===== src/rtl/hazard_pkg.sv =====
// rtl/hazard_pkg.sv - shared FSM state encodings and NOP encoding for the hazard controller
package hazard_pkg;

    typedef enum logic [1:0] {
        ST_RUN      = 2'd0,
        ST_REDIRECT = 2'd1,
        ST_WAIT     = 2'd2
    } state_e;

    // Instruction loaded into a pipeline register when it is flushed (addi x0, x0, 0)
    localparam logic [31:0] NOP_INSTR = 32'h0000_0013;

endpackage


===== src/rtl/hazard_lu_detect.sv =====
// rtl/hazard_lu_detect.sv - combinational load-use hazard comparator
module hazard_lu_detect #(
    parameter int REG_AW = 5
) (
    input  logic [REG_AW-1:0] id_rs1,
    input  logic [REG_AW-1:0] id_rs2,
    input  logic              id_rs1_used,
    input  logic              id_rs2_used,
    input  logic [REG_AW-1:0] id_ex_rd,
    input  logic              id_ex_mem_read,
    output logic              load_use
);

    logic rs1_hit;
    logic rs2_hit;

    // x0 never carries a real dependency, so a load targeting it cannot cause a stall
    always_comb begin
        rs1_hit  = id_rs1_used && (id_rs1 == id_ex_rd);
        rs2_hit  = id_rs2_used && (id_rs2 == id_ex_rd);
        load_use = id_ex_mem_read && (id_ex_rd != '0) && (rs1_hit || rs2_hit);
    end

endmodule


===== src/rtl/hazard_ctrl.sv =====
// rtl/hazard_ctrl.sv - pipeline hazard controller (stall/flush FSM, watchdog, optional perf counters under HAZ_CTRL_PERF_EN)
module hazard_ctrl
    import hazard_pkg::*;
#(
    parameter int REG_AW       = 5,
    parameter int BR_FLUSH_CYC = 1,
    parameter int WAIT_TIMEOUT = 255
) (
    input  logic              clk,
    input  logic              rst,
    input  logic [REG_AW-1:0] id_rs1,
    input  logic [REG_AW-1:0] id_rs2,
    input  logic              id_rs1_used,
    input  logic              id_rs2_used,
    input  logic [REG_AW-1:0] id_ex_rd,
    input  logic              id_ex_mem_read,
    input  logic              ex_branch_taken,
    input  logic              dmem_busy,
    output logic              pc_en,
    output logic              pc_sel,
    output logic              if_id_en,
    output logic              if_id_flush,
    output logic              id_ex_en,
    output logic              id_ex_flush,
    output logic              ex_mem_en,
    output logic              timeout_err,
    output logic [1:0]        state_o,
    output logic [31:0]       perf_stall_cnt,
    output logic [31:0]       perf_flush_cnt
);

    localparam int WD_W = (WAIT_TIMEOUT < 1) ? 1 : $clog2(WAIT_TIMEOUT + 1);
    localparam logic [WD_W-1:0] WD_MAX = WD_W'(WAIT_TIMEOUT);

    state_e          state_q, state_d;
    logic [1:0]      cnt_q, cnt_d;
    logic [WD_W-1:0] wd_q, wd_d;
    logic            timeout_q, timeout_d;
    logic            load_use;

    hazard_lu_detect #(
        .REG_AW (REG_AW)
    ) u_lu_detect (
        .id_rs1         (id_rs1),
        .id_rs2         (id_rs2),
        .id_rs1_used    (id_rs1_used),
        .id_rs2_used    (id_rs2_used),
        .id_ex_rd       (id_ex_rd),
        .id_ex_mem_read (id_ex_mem_read),
        .load_use       (load_use)
    );

    // Mealy control: WAIT with dmem_busy low behaves exactly like RUN, so both share one arm
    always_comb begin
        pc_en       = 1'b1;
        pc_sel      = 1'b0;
        if_id_en    = 1'b1;
        if_id_flush = 1'b0;
        id_ex_en    = 1'b1;
        id_ex_flush = 1'b0;
        ex_mem_en   = 1'b1;
        state_d     = state_q;
        cnt_d       = cnt_q;
        if (rst) begin
            pc_en       = 1'b0;
            if_id_en    = 1'b0;
            if_id_flush = 1'b1;
            id_ex_en    = 1'b0;
            id_ex_flush = 1'b1;
            ex_mem_en   = 1'b0;
            state_d     = ST_RUN;
            cnt_d       = 2'd0;
        end else begin
            case (state_q)
                ST_RUN, ST_WAIT: begin
                    if (dmem_busy) begin
                        pc_en     = 1'b0;
                        if_id_en  = 1'b0;
                        id_ex_en  = 1'b0;
                        ex_mem_en = 1'b0;
                        state_d   = ST_WAIT;
                    end else if (ex_branch_taken) begin
                        pc_sel      = 1'b1;
                        if_id_flush = 1'b1;
                        id_ex_flush = 1'b1;
                        if (BR_FLUSH_CYC > 0) begin
                            state_d = ST_REDIRECT;
                            cnt_d   = 2'(BR_FLUSH_CYC);
                        end else begin
                            state_d = ST_RUN;
                        end
                    end else if (load_use) begin
                        pc_en       = 1'b0;
                        if_id_en    = 1'b0;
                        id_ex_flush = 1'b1;
                        state_d     = ST_RUN;
                    end else begin
                        state_d = ST_RUN;
                    end
                end
                ST_REDIRECT: begin
                    if (dmem_busy) begin
                        pc_en     = 1'b0;
                        if_id_en  = 1'b0;
                        id_ex_en  = 1'b0;
                        ex_mem_en = 1'b0;
                    end else begin
                        if_id_flush = 1'b1;
                        cnt_d       = cnt_q - 2'd1;
                        // A zero count can only come from corruption; treat it like the last cycle
                        if (cnt_q <= 2'd1) begin
                            state_d = ST_RUN;
                            cnt_d   = 2'd0;
                        end
                    end
                end
                default: begin
                    state_d = ST_RUN;
                    cnt_d   = 2'd0;
                end
            endcase
        end
    end

    // Watchdog: count consecutive busy cycles, saturate, and latch the error until reset
    always_comb begin
        wd_d      = '0;
        timeout_d = timeout_q;
        if (dmem_busy) begin
            wd_d = (wd_q == WD_MAX) ? wd_q : wd_q + 1'b1;
        end
        if (wd_d == WD_MAX) begin
            timeout_d = 1'b1;
        end
    end

    // State, redirect counter and watchdog registers
    always_ff @(posedge clk) begin
        if (rst) begin
            state_q   <= ST_RUN;
            cnt_q     <= 2'd0;
            wd_q      <= '0;
            timeout_q <= 1'b0;
        end else begin
            state_q   <= state_d;
            cnt_q     <= cnt_d;
            wd_q      <= wd_d;
            timeout_q <= timeout_d;
        end
    end

    assign state_o     = state_q;
    assign timeout_err = timeout_q;

`ifdef HAZ_CTRL_PERF_EN
    logic [31:0] stall_cnt_q, stall_cnt_d;
    logic [31:0] flush_cnt_q, flush_cnt_d;

    // A load-use bubble is the only non-reset case with if_id_en low and id_ex_flush high
    always_comb begin
        stall_cnt_d = stall_cnt_q + 32'((!if_id_en && id_ex_flush) || dmem_busy);
        flush_cnt_d = flush_cnt_q + 32'(if_id_flush);
    end

    // Free-running performance counters, wrapping naturally
    always_ff @(posedge clk) begin
        if (rst) begin
            stall_cnt_q <= 32'd0;
            flush_cnt_q <= 32'd0;
        end else begin
            stall_cnt_q <= stall_cnt_d;
            flush_cnt_q <= flush_cnt_d;
        end
    end

    assign perf_stall_cnt = stall_cnt_q;
    assign perf_flush_cnt = flush_cnt_q;
`else
    assign perf_stall_cnt = 32'd0;
    assign perf_flush_cnt = 32'd0;
`endif

endmodule


===== config.mk =====
export PLATFORM = sky130hd
export DESIGN_NAME = hazard_ctrl
export DESIGN_NICKNAME = d
export VERILOG_FILES = /design/src/rtl/hazard_pkg.sv /design/src/rtl/hazard_lu_detect.sv /design/src/rtl/hazard_ctrl.sv
export SDC_FILE = /design/constraint.sdc
export NUM_CORES = 1
export LEC_CHECK = 0
export CAP_MARGIN = 10
export CORE_ASPECT_RATIO = 1.25
export CORE_MARGIN = 2
export CORE_UTILIZATION = 32
export CTS_CLUSTER_DIAMETER = 120
export DETAILED_ROUTE_END_ITERATION = 8
export PLACE_DENSITY = 0.78
export SETUP_SLACK_MARGIN = 0.05
export SLEW_MARGIN = 5
export SYNTH_ARGS = -nofsm -noshare
export SYNTH_HDL_FRONTEND = slang
export SYNTH_SLANG_ARGS = --single-unit

===== constraint.sdc =====
create_clock -name clk -period 1.7 [get_ports clk]
set_clock_uncertainty 0.15 [all_clocks]
set_input_delay 0.34 -clock clk [delete_from_list [all_inputs] [get_ports clk]]
set_output_delay 0.34 -clock clk [all_outputs]
set_load 0.02 [all_outputs]

After elaboration in Yosys (flattened, before gate mapping). Index checks and enable logic that the tools add are counted.

Reductions and logical operators: 11. Eq/ne operators: 10. $lt $le $gt $ge: 1. Muxes and demuxes: 31. Add/sub/neg operators: 2.

Operators by type and width (count): 1-bit two-way mux (18); 8-bit == test, second input constant (2); 8-bit two-way mux (2); 2-bit two-way mux (7); 5-bit == test (2); 8-bit by 1-bit adder with 8-bit output, second input constant (1); 2-bit inequality test, second input constant (4); 2-bit one-hot mux with 2 select lines (2); 5-bit nonzero test (1); 1-bit logical AND (4); 1-bit one-hot mux with 2 select lines (2); 3-bit AND reduction (1); 3-bit OR reduction (1); 2-bit by 1-bit == test with 1-bit output, second input constant (1); 2-bit == test, second input constant (1); 2-bit by 1-bit less-or-equal comparator with 1-bit output, second input constant (1); 2-bit zero test (1); 2-bit AND reduction (1); 2-bit OR reduction (1); 2-bit by 1-bit subtractor with 2-bit output, second input constant (1); 1-bit logical OR (1).

Output and inout port bits: 74. Register bits after elaboration: 13.

Longest topological paths before layout.
Depth after elaboration: 9. Mapped depth: 5.

Cells and area by module. A second synthesis with hierarchy kept.

Cells, all modules: 166. Area, all modules: 1306.3 um2.

By module, submodules not included: hazard_ctrl (times used 1, cells each 149, area each 1172.4 um2); hazard_lu_detect (times used 1, cells each 17, area each 133.9 um2).

Worst setup path after synthesis. OpenSTA, ideal clock, no wires.

Path kind: register to output. From: register state_q[0], in the netlist state_o[0]. To: output pc_en. Stages on the path, launching flop included: 6. Data required time: 1.210 ns. Buffers on the path: 2. Arrival: 1.849 ns. Slack: -0.639 ns. Cell sequence: dfxtp_1 -> clkbuf_1 -> nand2_1 -> a21oi_1 -> o41a_1 -> buf_4.

Word-level cells in the longest chain between the ends: 4.

RTL lines: start, declared (RTL line hazard_ctrl.sv:35) `state_e state_q, state_d;`; start signal, assigned (RTL line hazard_ctrl.sv:145) `state_q <= state_d;`; 2-bit == test or 2-bit zero test (tied branches); 2-bit OR reduction; 1-bit one-hot mux with 2 select lines *; 1-bit two-way mux *; end, declared (RTL line hazard_ctrl.sv:19) `output logic pc_en,`.

Mark *: on every way between the ends. The rest lies on a longest branch, timed or not.

Worst setup path in the final report.
From: input id_rs1[3]. To: output if_id_en.

Word-level cells in the longest chain between the ends: 9.

RTL lines: start, declared (RTL line hazard_ctrl.sv:11) `input logic [REG_AW-1:0] id_rs1,`; 5-bit == test (RTL line hazard_lu_detect.sv:19) `rs1_hit = id_rs1_used && (id_rs1 == id_ex_rd);`; 1-bit logical AND (RTL line hazard_lu_detect.sv:19); 1-bit logical OR (RTL line hazard_lu_detect.sv:21) `load_use = id_ex_mem_read && (id_ex_rd != '0) && (rs1_hit || rs2_hit);`; 1-bit logical AND (RTL line hazard_lu_detect.sv:21); 1-bit two-way mux (RTL line hazard_ctrl.sv:92) `end else if (load_use) begin`; 1-bit two-way mux (RTL line hazard_ctrl.sv:82) `end else if (ex_branch_taken) begin`; 1-bit two-way mux (RTL line hazard_ctrl.sv:76) `if (dmem_busy) begin`; 1-bit one-hot mux with 2 select lines (RTL line hazard_ctrl.sv:74) `case (state_q)`; 1-bit two-way mux (RTL line hazard_ctrl.sv:64) `if (rst) begin`; end, declared (RTL line hazard_ctrl.sv:21) `output logic if_id_en,`.

Every way passes these cells.

==> summary by stage <==
Critical path
Data on the critical path is required at its endpoint by between 1000 and 1500 ps. The kind of cell with the highest combined delay along the critical path is compound AO/OA/AOI/OAI gates. The critical path buffer and inverter count is 2. The data arrival time of the critical path is 1590 ps.

The slowest cell on the critical path is o41a_1. The critical path is of the in2out type. The largest fanout of any net on the critical path is 2. STA classifies the critical path endpoint as an output port. The critical path goes through dlygate4sd2_1 > xor2_1 > nor4_2 > a32oi_2 > o41a_1 > buf_6. The peak per-stage delay on the critical path is about 380 ps.

The worst setup path is launched from an input port.

Finish
After routing the design area is about 1700 um2. Of the cells placed in the final design, the portion with a size suffix greater than 1 is 0.2844. After filler insertion, the fill cell instance count of the layout stands at about 430. The sequential cell area is 266.5 um2.

The synthesis-to-layout area growth is 26.04%. The library cell used most frequently in the layout, excluding fill and tap cells, is conb_1. The final layout net count is ~240.

Once layout is complete, the cells apart from fillers number between 200 and 300. Summing all multi-input logic gate instances after layout gives 870.8 um2. The number of antenna diodes in the final layout is 0. The top cell types in the final layout, fill and taps aside, are conb_1, buf_4, nor2_1.

Die
For this configuration, the core starts out at a cell density of 0.3332. The floorplan has 26 rows. The vertical extent of the die is between 70 and 80 um. In this run the standard cell core region covers a little over 4000 um2. The floorplan step defined a die boundary enclosing 4775 um2. The die span in x is 62.21 um. The number of top-level design ports is 96.

Clock network
In this run, post-CTS hold repair placed 0 buffers. The clock tree from TritonCTS is built. After clock tree synthesis, the clock-pin slew on the worst setup and hold paths is approximately 50 ps.

For the worst-skew pair, the clock arrives at the later sink with an insertion delay of ~240 ps. Buffers added to address setup during post-CTS repair amount to 0. Clock tree synthesis inserted a total of 3 buffers. The root buffer cell is clkbuf_8. The tree built by TritonCTS fans out to 13 sinks. The maximum number of buffers from clock root to sink is 2. The H-tree level count is 1.

Placed design
Routability-driven placement finished with a final weighted congestion of about 0.81. The total of buffers placed on input and output ports is 31. After detailed placement, the design holds a cell count of 270.

The HPWL after detailed placement is 2131 um. Once placement finished, the instance area stood at approximately 1600 um2.

Drt
After detailed routing, the number of remaining DRC violations is 0. Using the TritonRoute via totals, the vias-per-cell ratio works out to around 4. The routed layout has 1096 vias. For this block, the initial DRC count from the detailed router was 12. The overall routed net length is about 2700 um. The first detailed-routing pass ran for 4 iterations. The average wire per standard cell is between 9 and 10 um. The post-route antenna net violation count is 0.

Power
Total power for the finished layout comes to about 0.0009 W. Across the VDD grid, the largest voltage drop is approximately 0.18 mV. The ratio of total power to cell area is around 540 nW/um2. The leakage power total is slightly above 0.8 nW.

Synth
The share of the Yosys chip area taken by registers is 0.1921. For this run, asynchronously set or reset flops after synthesis account for 0. The count of flip-flops with a built-in enable after synthesis is 0. The most used flip-flop cell after synthesis is dfxtp_1.

Synthesis produced a netlist whose cell count is between 150 and 200. Summing every instance area after synthesis gives between 1000 and 1500 um2. The mean instance size in the synthesized netlist is approximately 8 um2. The synthesized netlist contains 40 unique library cells. The Yosys step of the flow raised 0 warnings. The number of storage elements in the synthesis netlist is 13.

Timing
Setup repair after global routing could not meet its margin everywhere. The least setup slack across all paths after layout is -384.9 ps. The final number of hold-violating endpoints is 0. Counting I/O delays and the setup requirement, the final critical path takes 2085 ps. The count of endpoints failing setup in the final report is 3. The share of the clock period used by the worst path is 1.226. Derived from the worst setup path, the maximum achievable clock frequency is 479.6 MHz.

The count of pins over their slew limit is 0.

Global routing
Across every metal layer, demand over resource in global routing totals 0.1071. The maximum number of pins on one net before global-route repair is 9. The initial antenna violation count came to 0. The wire length of the first global-routing pass is 4050 um.

The number of global-route vias before repair came to about 900. The total global routing overflow is 0.

Worst hold path
The type of the worst min-delay path is reg2reg.

Job
The max-cap check violation count is 0.

Outcome
The checks that failed: setup timing. The run finished, with violations left.
==> worst reg2reg max path: stages (launching register included) <==
cell	delay, ps
dfxtp_1	380
and3_1	260
a21oi_1	100
or3_4	380
o32ai_2	240
==> metal layers <==
metal	GRT usage	part of all wire	vias up
met2	0.2065	0.53	69
met4	0.04444	0.012	0
li1	-	-	533
met1	0.09839	0.33	490
met5	0	0	-
met3	0.04252	0.13	4
==> final cells by class <==
type | count | share of cell area
clock buffer | 4 | 0.02637
multi-input combinational | 142 | 0.5099
tap | 56 | 0.04103
inverter | 6 | 0.01319
timing repair buffer | 53 | 0.2535
sequential | 13 | 0.1560
==> per-stage QoR <==
stage	setup slack (ps)	utilization	setup TNS, ps	hold slack [ps]
after floorplan	-363.7	-	-774.4	291.3
after global placement	-1325	0.4009	-7951	304.3
after detailed placement	-1314	0.4009	-8078	311.0
after CTS	-411.9	0.4145	-1191	319.3
after global routing	-479.8	0.4200	-1409	348.2
final	-384.9	0.4200	-1139	314.6
==> state kept, by name, summed over array words and instances (netlist names) <==
signal	cells
timeout_err	1
cnt_q	2
wd_q	8
state_o	2
==> repair_timing <==
| item | 4_1_cts | 5_1_grt |
|---|---|---|
| pin swaps | 16 | 1 |
| setup endpoints to repair | 13 | 8 |
| resized for setup | 104 | 12 |
==> cells in the mapped netlist (all sizes together) (3+ instances only) <==
| cell type | instances | share of area |
|---|---|---|
| mux2i | 3 | 0.022 |
| nand3 | 5 | 0.018 |
| a211oi | 3 | 0.017 |
| buf | 70 | 0.39 |
| nand2 | 5 | 0.014 |
| dfxtp | 13 | 0.19 |
| xnor2 | 5 | 0.032 |
| nor2 | 12 | 0.033 |
| nor3 | 3 | 0.011 |
| nand2b | 3 | 0.014 |
| a21oi | 5 | 0.018 |
| xor2 | 9 | 0.058 |
| inv | 6 | 0.017 |
==> kinds of logic (layout without fill, tap and decap cells) <==
logic type               count (synthesis)  count (layout)  share of synthesized area
AO/OA/AOI/OAI                           20              20                     0.1099
flip-flops                              13              13                     0.1921
adder cells (fa/ha/maj)                  1               1                   0.009232
other                                    1              64                   0.002767
buffers and inverters                   78              63                     0.4090
multiplexers                             4               4                    0.03324
XOR/XNOR                                14              14                    0.09049
AND/OR/NAND/NOR                         39              39                     0.1533
==> report_power, final <==
part	leakage, nW	switching [W]	internal [W]
registers	0.107	0.00000716	0.000312
logic	0.694	0.000221	0.000115
clock network	0.0228	0.000101	0.000165
total	0.824	0.000330	0.000593
==> final timing paths <==
check | startpoint | to | slack (ps) | depth (start not counted)
worst max register to register | wd_q[4] | timeout_err | 110 | 4
worst min-delay path | cnt_q[1] | cnt_q[1] | 310 | 2
worst min register to register | cnt_q[1] | cnt_q[1] | 310 | 2
worst max-delay path | id_rs1[3] | if_id_en | -380 | 6
Note: power is estimated with default switching activity, not from simulation.
